## config.mk

```make
export PLATFORM = sky130hd
export DESIGN_NAME = ram_master_flat
export DESIGN_NICKNAME = d
export VERILOG_FILES = /design/src/rtl/ram_if_pkg.sv /design/src/rtl/ram_master_if.sv /design/src/rtl/ram_lane_ext.sv /design/src/rtl/ram_master.sv /design/src/flat_wrapper.sv
export SDC_FILE = /design/constraint.sdc
export NUM_CORES = 1
export LEC_CHECK = 0
export CORE_MARGIN = 2
export CORE_UTILIZATION = 45
export CTS_CLUSTER_SIZE = 24
export DETAILED_ROUTE_END_ITERATION = 6
export HOLD_SLACK_MARGIN = 0.02
export PLACE_DENSITY = 0.83
export SLEW_MARGIN = 40
export SYNTH_ARGS = -nofsm -noshare
export SYNTH_HDL_FRONTEND = slang
export SYNTH_HIERARCHICAL = 1
export SYNTH_SLANG_ARGS = --single-unit
```

## constraint.sdc

```tcl
create_clock -name clk -period 2.8 [get_ports clk]
set_input_delay 0.84 -clock clk [delete_from_list [all_inputs] [get_ports clk]]
set_output_delay 0.84 -clock clk [all_outputs]
set_load 0.03 [all_outputs]
```

## src/rtl/ram_if_pkg.sv

```systemverilog
// rtl/ram_if_pkg.sv - shared size codes, FSM encoding and lane helpers for the data-side RAM path
package ram_if_pkg;

    localparam logic [1:0] SIZE_BYTE = 2'd0;
    localparam logic [1:0] SIZE_HALF = 2'd1;
    localparam logic [1:0] SIZE_WORD = 2'd2;

    localparam logic [3:0] LANE_NONE    = 4'b0000;
    localparam logic [3:0] LANE_BYTE0   = 4'b0001;
    localparam logic [3:0] LANE_HALF_LO = 4'b0011;
    localparam logic [3:0] LANE_HALF_HI = 4'b1100;
    localparam logic [3:0] LANE_ALL     = 4'b1111;

    typedef enum logic [1:0] {
        IDLE   = 2'd0,
        ACCESS = 2'd1,
        RESP   = 2'd2
    } state_t;

    // Byte-lane enables for a legal access of the given size at byte offset off.
    function automatic logic [3:0] lane_sel(input logic [1:0] size, input logic [1:0] off);
        case (size)
            SIZE_BYTE: lane_sel = LANE_BYTE0 << off;
            SIZE_HALF: lane_sel = off[1] ? LANE_HALF_HI : LANE_HALF_LO;
            default:   lane_sel = LANE_ALL;
        endcase
    endfunction

    // Replicate right-aligned store data across every lane it could land in.
    function automatic logic [31:0] lane_wdata(input logic [1:0] size, input logic [31:0] wdata);
        case (size)
            SIZE_BYTE: lane_wdata = {4{wdata[7:0]}};
            SIZE_HALF: lane_wdata = {2{wdata[15:0]}};
            default:   lane_wdata = wdata;
        endcase
    endfunction

endpackage

```

## src/rtl/ram_master_if.sv

```systemverilog
// rtl/ram_master_if.sv - core request/response handshake between a load/store unit and ram_master
interface ram_master_if;

    logic        req_valid;
    logic        req_ready;
    logic        req_we;
    logic [1:0]  req_size;
    logic        req_unsigned;
    logic [31:0] req_addr;
    logic [31:0] req_wdata;
    logic        resp_valid;
    logic        resp_ready;
    logic [31:0] resp_rdata;
    logic        resp_err;

    modport master (
        output req_valid, req_we, req_size, req_unsigned, req_addr, req_wdata, resp_ready,
        input  req_ready, resp_valid, resp_rdata, resp_err
    );

    modport slave (
        input  req_valid, req_we, req_size, req_unsigned, req_addr, req_wdata, resp_ready,
        output req_ready, resp_valid, resp_rdata, resp_err
    );

endinterface

```

## src/rtl/ram_lane_ext.sv

```systemverilog
// rtl/ram_lane_ext.sv - extract a byte/half/word lane from a RAM word and sign- or zero-extend it
module ram_lane_ext
    import ram_if_pkg::*;
(
    input  logic [31:0] word,
    input  logic [1:0]  off,
    input  logic [1:0]  size,
    input  logic        is_unsigned,
    output logic [31:0] data
);

    logic [7:0]  byte_lane;
    logic [15:0] half_lane;

    // Pick the addressed lane, then extend from its top bit unless zero-extension is requested.
    always_comb begin
        byte_lane = 8'(word >> {off, 3'b000});
        half_lane = off[1] ? word[31:16] : word[15:0];
        case (size)
            SIZE_BYTE: data = {{24{~is_unsigned & byte_lane[7]}}, byte_lane};
            SIZE_HALF: data = {{16{~is_unsigned & half_lane[15]}}, half_lane};
            SIZE_WORD: data = word;
            default:   data = 32'd0;
        endcase
    end

endmodule

```

## src/rtl/ram_master.sv

```systemverilog
// rtl/ram_master.sv - single-outstanding load/store initiator for the byte-lane data RAM
module ram_master
    import ram_if_pkg::*;
#(
    parameter int RAM_BYTES = 256
) (
    input  logic        clk,
    input  logic        rst,
    ram_master_if.slave core,
    output logic        ram_wr_en,
    output logic [31:0] ram_addr,
    output logic [3:0]  ram_addr_sel,
    output logic [31:0] ram_wr_data,
    input  logic [31:0] ram_data_in
);

    state_t      state;
    logic        we_q;
    logic [1:0]  size_q;
    logic        uns_q;
    logic [1:0]  off_q;

    logic        misaligned;
    logic        req_err;
    logic [31:0] load_data;

    // Reject illegal sizes, unaligned halves/words and anything past the decoded RAM.
    always_comb begin
        case (core.req_size)
            SIZE_BYTE: misaligned = 1'b0;
            SIZE_HALF: misaligned = core.req_addr[0];
            SIZE_WORD: misaligned = |core.req_addr[1:0];
            default:   misaligned = 1'b1;
        endcase
        req_err = misaligned | (core.req_addr >= 32'(RAM_BYTES));
    end

    ram_lane_ext u_lane_ext (
        .word        (ram_data_in),
        .off         (off_q),
        .size        (size_q),
        .is_unsigned (uns_q),
        .data        (load_data)
    );

    // Request FSM; every core and RAM output is a register so RAM strobes are glitch-free.
    always_ff @(posedge clk) begin
        if (rst) begin
            state           <= IDLE;
            we_q            <= 1'b0;
            size_q          <= SIZE_BYTE;
            uns_q           <= 1'b0;
            off_q           <= 2'd0;
            core.req_ready  <= 1'b1;
            core.resp_valid <= 1'b0;
            core.resp_rdata <= 32'd0;
            core.resp_err   <= 1'b0;
            ram_wr_en       <= 1'b0;
            ram_addr        <= 32'd0;
            ram_addr_sel    <= LANE_NONE;
            ram_wr_data     <= 32'd0;
        end else begin
            case (state)
                IDLE: begin
                    if (core.req_valid) begin
                        we_q           <= core.req_we;
                        size_q         <= core.req_size;
                        uns_q          <= core.req_unsigned;
                        off_q          <= core.req_addr[1:0];
                        core.req_ready <= 1'b0;
                        if (req_err) begin
                            // Errors skip the RAM entirely and answer one cycle after acceptance.
                            state           <= RESP;
                            core.resp_valid <= 1'b1;
                            core.resp_err   <= 1'b1;
                            core.resp_rdata <= 32'd0;
                        end else begin
                            state        <= ACCESS;
                            ram_wr_en    <= core.req_we;
                            ram_addr     <= {core.req_addr[31:2], 2'b00};
                            ram_addr_sel <= lane_sel(core.req_size, core.req_addr[1:0]);
                            ram_wr_data  <= lane_wdata(core.req_size, core.req_wdata);
                        end
                    end
                end
                ACCESS: begin
                    // Store commits and load data is captured on this same edge.
                    state           <= RESP;
                    ram_wr_en       <= 1'b0;
                    ram_addr        <= 32'd0;
                    ram_addr_sel    <= LANE_NONE;
                    ram_wr_data     <= 32'd0;
                    core.resp_valid <= 1'b1;
                    core.resp_err   <= 1'b0;
                    core.resp_rdata <= we_q ? 32'd0 : load_data;
                end
                RESP: begin
                    if (core.resp_ready) begin
                        state           <= IDLE;
                        core.req_ready  <= 1'b1;
                        core.resp_valid <= 1'b0;
                        core.resp_err   <= 1'b0;
                        core.resp_rdata <= 32'd0;
                    end
                end
                default: begin
                    state          <= IDLE;
                    core.req_ready <= 1'b1;
                end
            endcase
        end
    end

endmodule

```

## src/flat_wrapper.sv

```systemverilog
// flat-port wrapper written by rule: the top's interface ports become plain ports
module ram_master_flat import ram_if_pkg::*;
#(
    parameter int RAM_BYTES = 256
)
  (clk, rst, ram_wr_en, ram_addr, ram_addr_sel, ram_wr_data, ram_data_in, core_req_valid, core_req_we, core_req_size, core_req_unsigned, core_req_addr, core_req_wdata, core_resp_ready, core_req_ready, core_resp_valid, core_resp_rdata, core_resp_err);
  ram_master_if core_i ();
  input  logic clk;
  input  logic rst;
  output logic ram_wr_en;
  output logic [31:0] ram_addr;
  output logic [3:0] ram_addr_sel;
  output logic [31:0] ram_wr_data;
  input  logic [31:0] ram_data_in;
  input wire logic [$bits(core_i.req_valid)-1:0] core_req_valid;
  input wire logic [$bits(core_i.req_we)-1:0] core_req_we;
  input wire logic [$bits(core_i.req_size)-1:0] core_req_size;
  input wire logic [$bits(core_i.req_unsigned)-1:0] core_req_unsigned;
  input wire logic [$bits(core_i.req_addr)-1:0] core_req_addr;
  input wire logic [$bits(core_i.req_wdata)-1:0] core_req_wdata;
  input wire logic [$bits(core_i.resp_ready)-1:0] core_resp_ready;
  output wire logic [$bits(core_i.req_ready)-1:0] core_req_ready;
  output wire logic [$bits(core_i.resp_valid)-1:0] core_resp_valid;
  output wire logic [$bits(core_i.resp_rdata)-1:0] core_resp_rdata;
  output wire logic [$bits(core_i.resp_err)-1:0] core_resp_err;
  assign core_i.req_valid = core_req_valid;
  assign core_i.req_we = core_req_we;
  assign core_i.req_size = core_req_size;
  assign core_i.req_unsigned = core_req_unsigned;
  assign core_i.req_addr = core_req_addr;
  assign core_i.req_wdata = core_req_wdata;
  assign core_i.resp_ready = core_resp_ready;
  assign core_req_ready = core_i.req_ready;
  assign core_resp_valid = core_i.resp_valid;
  assign core_resp_rdata = core_i.resp_rdata;
  assign core_resp_err = core_i.resp_err;
  ram_master #(.RAM_BYTES(RAM_BYTES)) u_core (.clk(clk), .rst(rst), .core(core_i), .ram_wr_en(ram_wr_en), .ram_addr(ram_addr), .ram_addr_sel(ram_addr_sel), .ram_wr_data(ram_wr_data), .ram_data_in(ram_data_in));
endmodule
```

Word level (Yosys, flattened, before mapping)
Index checks and enable logic that the tools add are counted.
{ "totals": {"ff_bits": 112, "latch_bits": 0, "ramBits": 0, "mem_bits_ro": 0, "in_bits": 104, "out_inout_bits": 104, "wordCells": 77, "mem_count": 0} }
{ "classes": {"n_addsub": 0, "multipliers": 0, "div": 0, "n_lt_le_gt_ge": 1, "n_eq_ne": 10, "shift": 2, "mux": 35, "n_bitwise": 5, "reduce_logical": 11} }
{ "op_table": {"columns": ["op", "count"], "rows": [
  ["$mux 32", 8],
  ["$pmux 32 s2", 3],
  ["$pmux 32 s3", 2],
  ["$ge 32x9->1 const B", 1],
  ["$shr 32x5->8", 1],
  ["$mux 16", 1],
  ["$pmux 4 s2", 2],
  ["$mux 4", 3],
  ["$pmux 1 s3", 4],
  ["$mux 1", 7],
  ["$eq 2x1->1 const B", 3],
  ["$eq 2x2->1 const B", 3],
  ["$logic_not 2->1", 3],
  ["$mux 2", 3],
  ["$ne 2x2->1 const B", 3],
  ["$pmux 2 s3", 1],
  ["$reduce_and 3->1", 2],
  ["$reduce_and 2->1", 2],
  ["$reduce_and 4->1", 1],
  ["$shl 1x2->4 const A", 1],
  ["$reduce_bool 3->1", 1],
  ["$and 1x1->1", 2],
  ["$ne 2x1->1 const B", 1],
  ["$not 1->1", 2],
  ["other kinds (4)", 4]
]} }

Depth between registers and ports, before layout
{ "depth": {"depth_word": 6, "mapped_depth": 9, "depth_no_buf": 7} }

Modules after synthesis
The synthesis kept the hierarchy.
{ "by_module_without_submodules": {"columns": ["mod", "n_inst", "cells_per_inst", "area_per_inst_um2"], "rows": [
  ["ram_master", 1, 421, 4352.9],
  ["ram_lane_ext", 1, 123, 898.4]
]} }

Worst setup path after synthesis
No wires, ideal clock.
{ "synth_path": {"kind": "input to register", "start": "input core_req_addr[27]", "end": "register u_core.ram_addr_sel[0]", "setup_time_ns": 0.127, "t_arrival_ns": 2.011, "t_required_ns": 2.673, "setup_slack_ns": 0.661, "stages": 7, "path_buffers": 2, "path_cell_list": "nor4_2 -> nand4_1 -> nor3_2 -> a211oi_2 -> buf_4 -> buf_4 -> o2bb2ai_1"} }
{ "synth_between": {"elab_chain_len": 4} }
{ "synth_rtl": {"columns": ["item", "line", "source"], "rows": [
  ["from (decl)", "flat_wrapper.sv:19", "input wire logic [$bits(core_i.req_addr)-1:0] core_req_addr;"],
  ["$ge 32x9->1", "ram_master.sv:35", "req_err = misaligned | (core.req_addr >= 32'(RAM_BYTES));"],
  ["$or 1x1->1", "ram_master.sv:35", null],
  ["$ne 2x2->1 (no line)", null, null],
  ["$reduce_and 3->1 (no line)", null, null],
  ["to (signal assigned)", "ram_master.sv:81", "ram_addr_sel <= lane_sel(core.req_size, core.req_addr[1:0]);"],
  ["to (decl)", "ram_master.sv:12", "output logic [3:0] ram_addr_sel,"]
]} }
Every way passes these cells.
A chain may end at the register's enable or synchronous reset.

Worst setup path in the final report
{ "layout_path": {"start": "input core_req_addr[10]", "end": "register u_core.ram_wr_data[30]"} }
{ "layout_between": {"elab_chain_len": 4} }
{ "layout_rtl": {"columns": ["item", "line", "source"], "rows": [
  ["$ge 32x9->1", "ram_master.sv:35", null],
  ["$or 1x1->1", "ram_master.sv:35", null],
  ["$ne 2x2->1 (no line)", null, null],
  ["$reduce_and 3->1 (no line)", null, null],
  ["to (signal assigned)", "ram_master.sv:82", "ram_wr_data <= lane_wdata(core.req_size, core.req_wdata);"],
  ["to (decl)", "ram_master.sv:13", "output logic [31:0] ram_wr_data,"]
]} }
Every way passes these cells.

==> reports/qor.csv <==
metric,value,unit
worst slew pin tran,0.787,ns
synth unique cells,56,
outcome,completed,
P_leak,2.85,nW
DIE WIDTH,112,um
GRT overflow,0,
number of synthesized flops with an enable pin,0,
largest net degree at the start of global routing,55,
WP buf/inv,2,
synth warn,6,
WS Path Type,input port to register,
Hold Path Class,register to register,
Routed WL,15.5,mm
"CP delay by family, top",simple AND/OR/NAND/NOR gates,
Critical Path Fanout Max,54,
Main synth FF type,dfxtp_1,
Critical path origin,core_req_addr[10],
antenna cells,0,
Max Slew Vio Count,0,
WP data arrival,2.70,ns
Worst Skew,0.00395,ns
clk root buf,clkbuf_16,
r2r startpoint,u_core/size_q[1],
syn_area_per_cell,9.65,sq um
die area,12500,sq um
"FFs w/ async S/R, synth",0,
initial antenna violation count,0,
"Largest stage delay, worst path",0.43,ns
Slew HR,0.474,
CTS resizes,0,
FMAX,408,MHz
Hold Path End,u_core/core.resp_rdata[28],
hold path depth,2,
vias,4873,
Setup Viol. Count Final,0,
"Seq/Total Area, Yosys",0.419,
vias in the first global route,4999,
port bufs,205,
buffer count from post-CTS setup fixing,0,
met2 Track Usage GR,0.411,
hold_buf cts,0,
Power Dens Cells,476,nW/um^2
crit path time final,2.45,ns
"Hold Vio Cnt, Final",0,
DRC violations left,0,
first-pass GRT wire length,24.6,mm
RSZ-0062 raised after global routing,false,
reg2reg path depth,6,
Area after DPL,7370,sq um
busiest metal layer after global routing,met2,
#FFs+latches synth,110,
met3 GRT Util,0.0848,
TritonCTS clock tree,done,
Area Overhead vs Synth,46.6,%
GRT met1 Usage,0.276,
CTS sink cnt,110,
Critical Path Start Type,input port,
H-tree Lvls,3,
Netlist Area Pre-Place,5250,sq um
share of cells above drive strength 1,0.105,
total of max-cap violations,0,
total CTS buffers,9,
initial core utilization,0.460,
startpoint of the worst hold path,u_core/core.resp_rdata[28],
Final ANT Viol Nets,0,
dpl hpwl,11.3,mm
Clock Path Buffers,2,
"Slowest-stage cell, CP",clkdlybuf4s50_1,
GPL Wtd Cong,0.890,
Core ar.,11400,sq um
fin crit share,0.875,
Critical R2R Capture,u_core/core.resp_rdata[8],
FF-to-FF setup slack,0.83,ns
critical path cell sequence,"clkdlybuf4s50_1, nor4_2, nand4_1, nor3_2, a211oi_4, buf_12, a22o_1",
1st-iter DRT viols,303,
nature of the critical path endpoint,register,
wire per inst,17.5,um
worst-skew pair later-pin latency,0.35,ns
Nets,842,
router iterations before antenna repair,5,
design area,7700,sq um
via/cell ratio,5.52,
Clock transition at path regs,0.08,ns
io pins,208,
overall routing resource usage,0.241,
row count,39,
Chip Height,112,um
Post-Synthesis Cells,544,
"Core Util, Final",0.674,
"Req. time, crit path",3.05,ns
maximum vdd drop,0.290,mV
==> routing by layer <==
metal / routed length (um) / vias up
li1: - / 2314
met4: 465 / 0
met5: 0 / -
met3: 1480 / 34
met2: 7320 / 244
met1: 6200 / 2281
==> synthesized netlist by cell type, types with 2 or more instances <==
library cell	count	area share
nor3_2	2	0.0038
a211oi_1	2	0.0029
a21oi_1	10	0.0095
o21ai_0	14	0.013
buf_6	8	0.017
o2bb2ai_1	20	0.033
buf_12	3	0.011
nor3_1	2	0.0019
nand2_1	95	0.068
nand2b_1	4	0.0048
nor2b_1	8	0.0095
a22oi_1	27	0.039
ha_1	3	0.0071
nor4_4	2	0.0081
nor2_1	14	0.010
buf_4	7	0.010
o21ai_1	14	0.013
a22o_1	23	0.038
nor3b_4	2	0.0071
buf_2	13	0.012
inv_1	5	0.0036
dfxtp_1	110	0.42
mux2_2	9	0.019
nor4_2	4	0.0095
mux2i_1	57	0.11
clkbuf_1	10	0.0071
o31a_1	4	0.0067
o21ai_2	10	0.017
nand3b_1	5	0.0071
dlygate4sd1_1	5	0.0083
and2_1	27	0.032
==> stage by stage <==
stage | cells | hold WS (ns) | power [mW] | setup WS [ns] | TNS [ns]
2_1_floorplan | 545 | 0.433 | 2.06 | 0.661 | 0
3_3_place_gp | 867 | 0.443 | 2.29 | 0.0951 | 0
3_5_place_dp | 867 | 0.446 | 2.31 | -0.0102 | -0.0145
4_1_cts | 883 | 0.461 | 3.68 | 0.361 | 0
5_1_grt | 883 | 0.475 | 3.79 | 0.247 | 0
6_report | 883 | 0.460 | 3.66 | 0.350 | 0
==> kinds of logic after synthesis <==
kind of cell | after synthesis | share of synthesized area
AOI/OAI and AO/OA | 139 | 0.201
adders and majority gates | 3 | 0.00715
buffers and inverters | 54 | 0.0722
DFF | 110 | 0.419
muxes | 67 | 0.131
other | 1 | 0.000714
and+or+nand+nor | 170 | 0.168
==> layout by cell type, fill, tap and decap left out, types with 3 or more instances in the layout <==
cell type,count
nor2b_1,8
nor2_1,13
and2_1,26
nand2b_1,4
a22oi_1,27
o31a_1,4
clkbuf_16,9
o21ai_1,14
o21ai_0,14
inv_1,5
o2bb2ai_1,20
a22o_1,23
nand2_1,95
nor4_2,4
ha_1,3
buf_12,5
nand3b_1,5
clkdlybuf4s50_1,205
mux2_2,9
buf_4,16
dfxtp_1,110
o21ai_2,10
a21oi_1,10
mux2i_1,57
==> flip-flops by register name, summed over array words and instances, names as in the netlist <==
signal / flops
u_core/core.resp_rdata: 32
u_core/ram_wr_data: 32
u_core/ram_addr: 30
u_core/ram_addr_sel: 4
u_core/off_q: 2
u_core/size_q: 2
u_core/state: 2
u_core/core.req_ready: 1
u_core/core.resp_err: 1
u_core/core.resp_valid: 1
u_core/ram_wr_en: 1
u_core/uns_q: 1
u_core/we_q: 1
==> worst max-delay path by stage <==
stage | endpoint | depth (start not counted)
6_report | u_core/ram_wr_data[30] | 7
4_1_cts | u_core/ram_wr_data[6] | 7
5_1_grt | u_core/ram_wr_data[24] | 7
3_3_place_gp | u_core/ram_wr_data[30] | 7
3_5_place_dp | u_core/ram_wr_data[6] | 7
2_1_floorplan | u_core/ram_addr_sel[0] | 7
==> where the power goes <==
group / internal [mW] / total (mW) / switching, mW
sequential: 1.58 / 1.60 / 0.0216
clock: 0.728 / 1.38 / 0.651
combinational: 0.344 / 0.683 / 0.338
total: 2.65 / 3.66 / 1.01
==> area by class of cell <==
| cell class | count | area [sq um] |
|---|---|---|
| clock buffer | 9 | 225 |
| clock inverter | 7 | 103 |
| fill | 890 | 3720 |
| inverter | 7 | 26.3 |
| multi-input combinational | 381 | 2690 |
| sequential | 110 | 2200 |
| tap | 143 | 179 |
| timing repair buffer | 226 | 2270 |
==> tightest hold or removal path: stages, from the launching register on <==
cell	delay, ns
dfxtp_1	0.31
nand2_1	0.05
mux2i_1	0.05
Note: power is estimated with default switching activity, not from simulation.
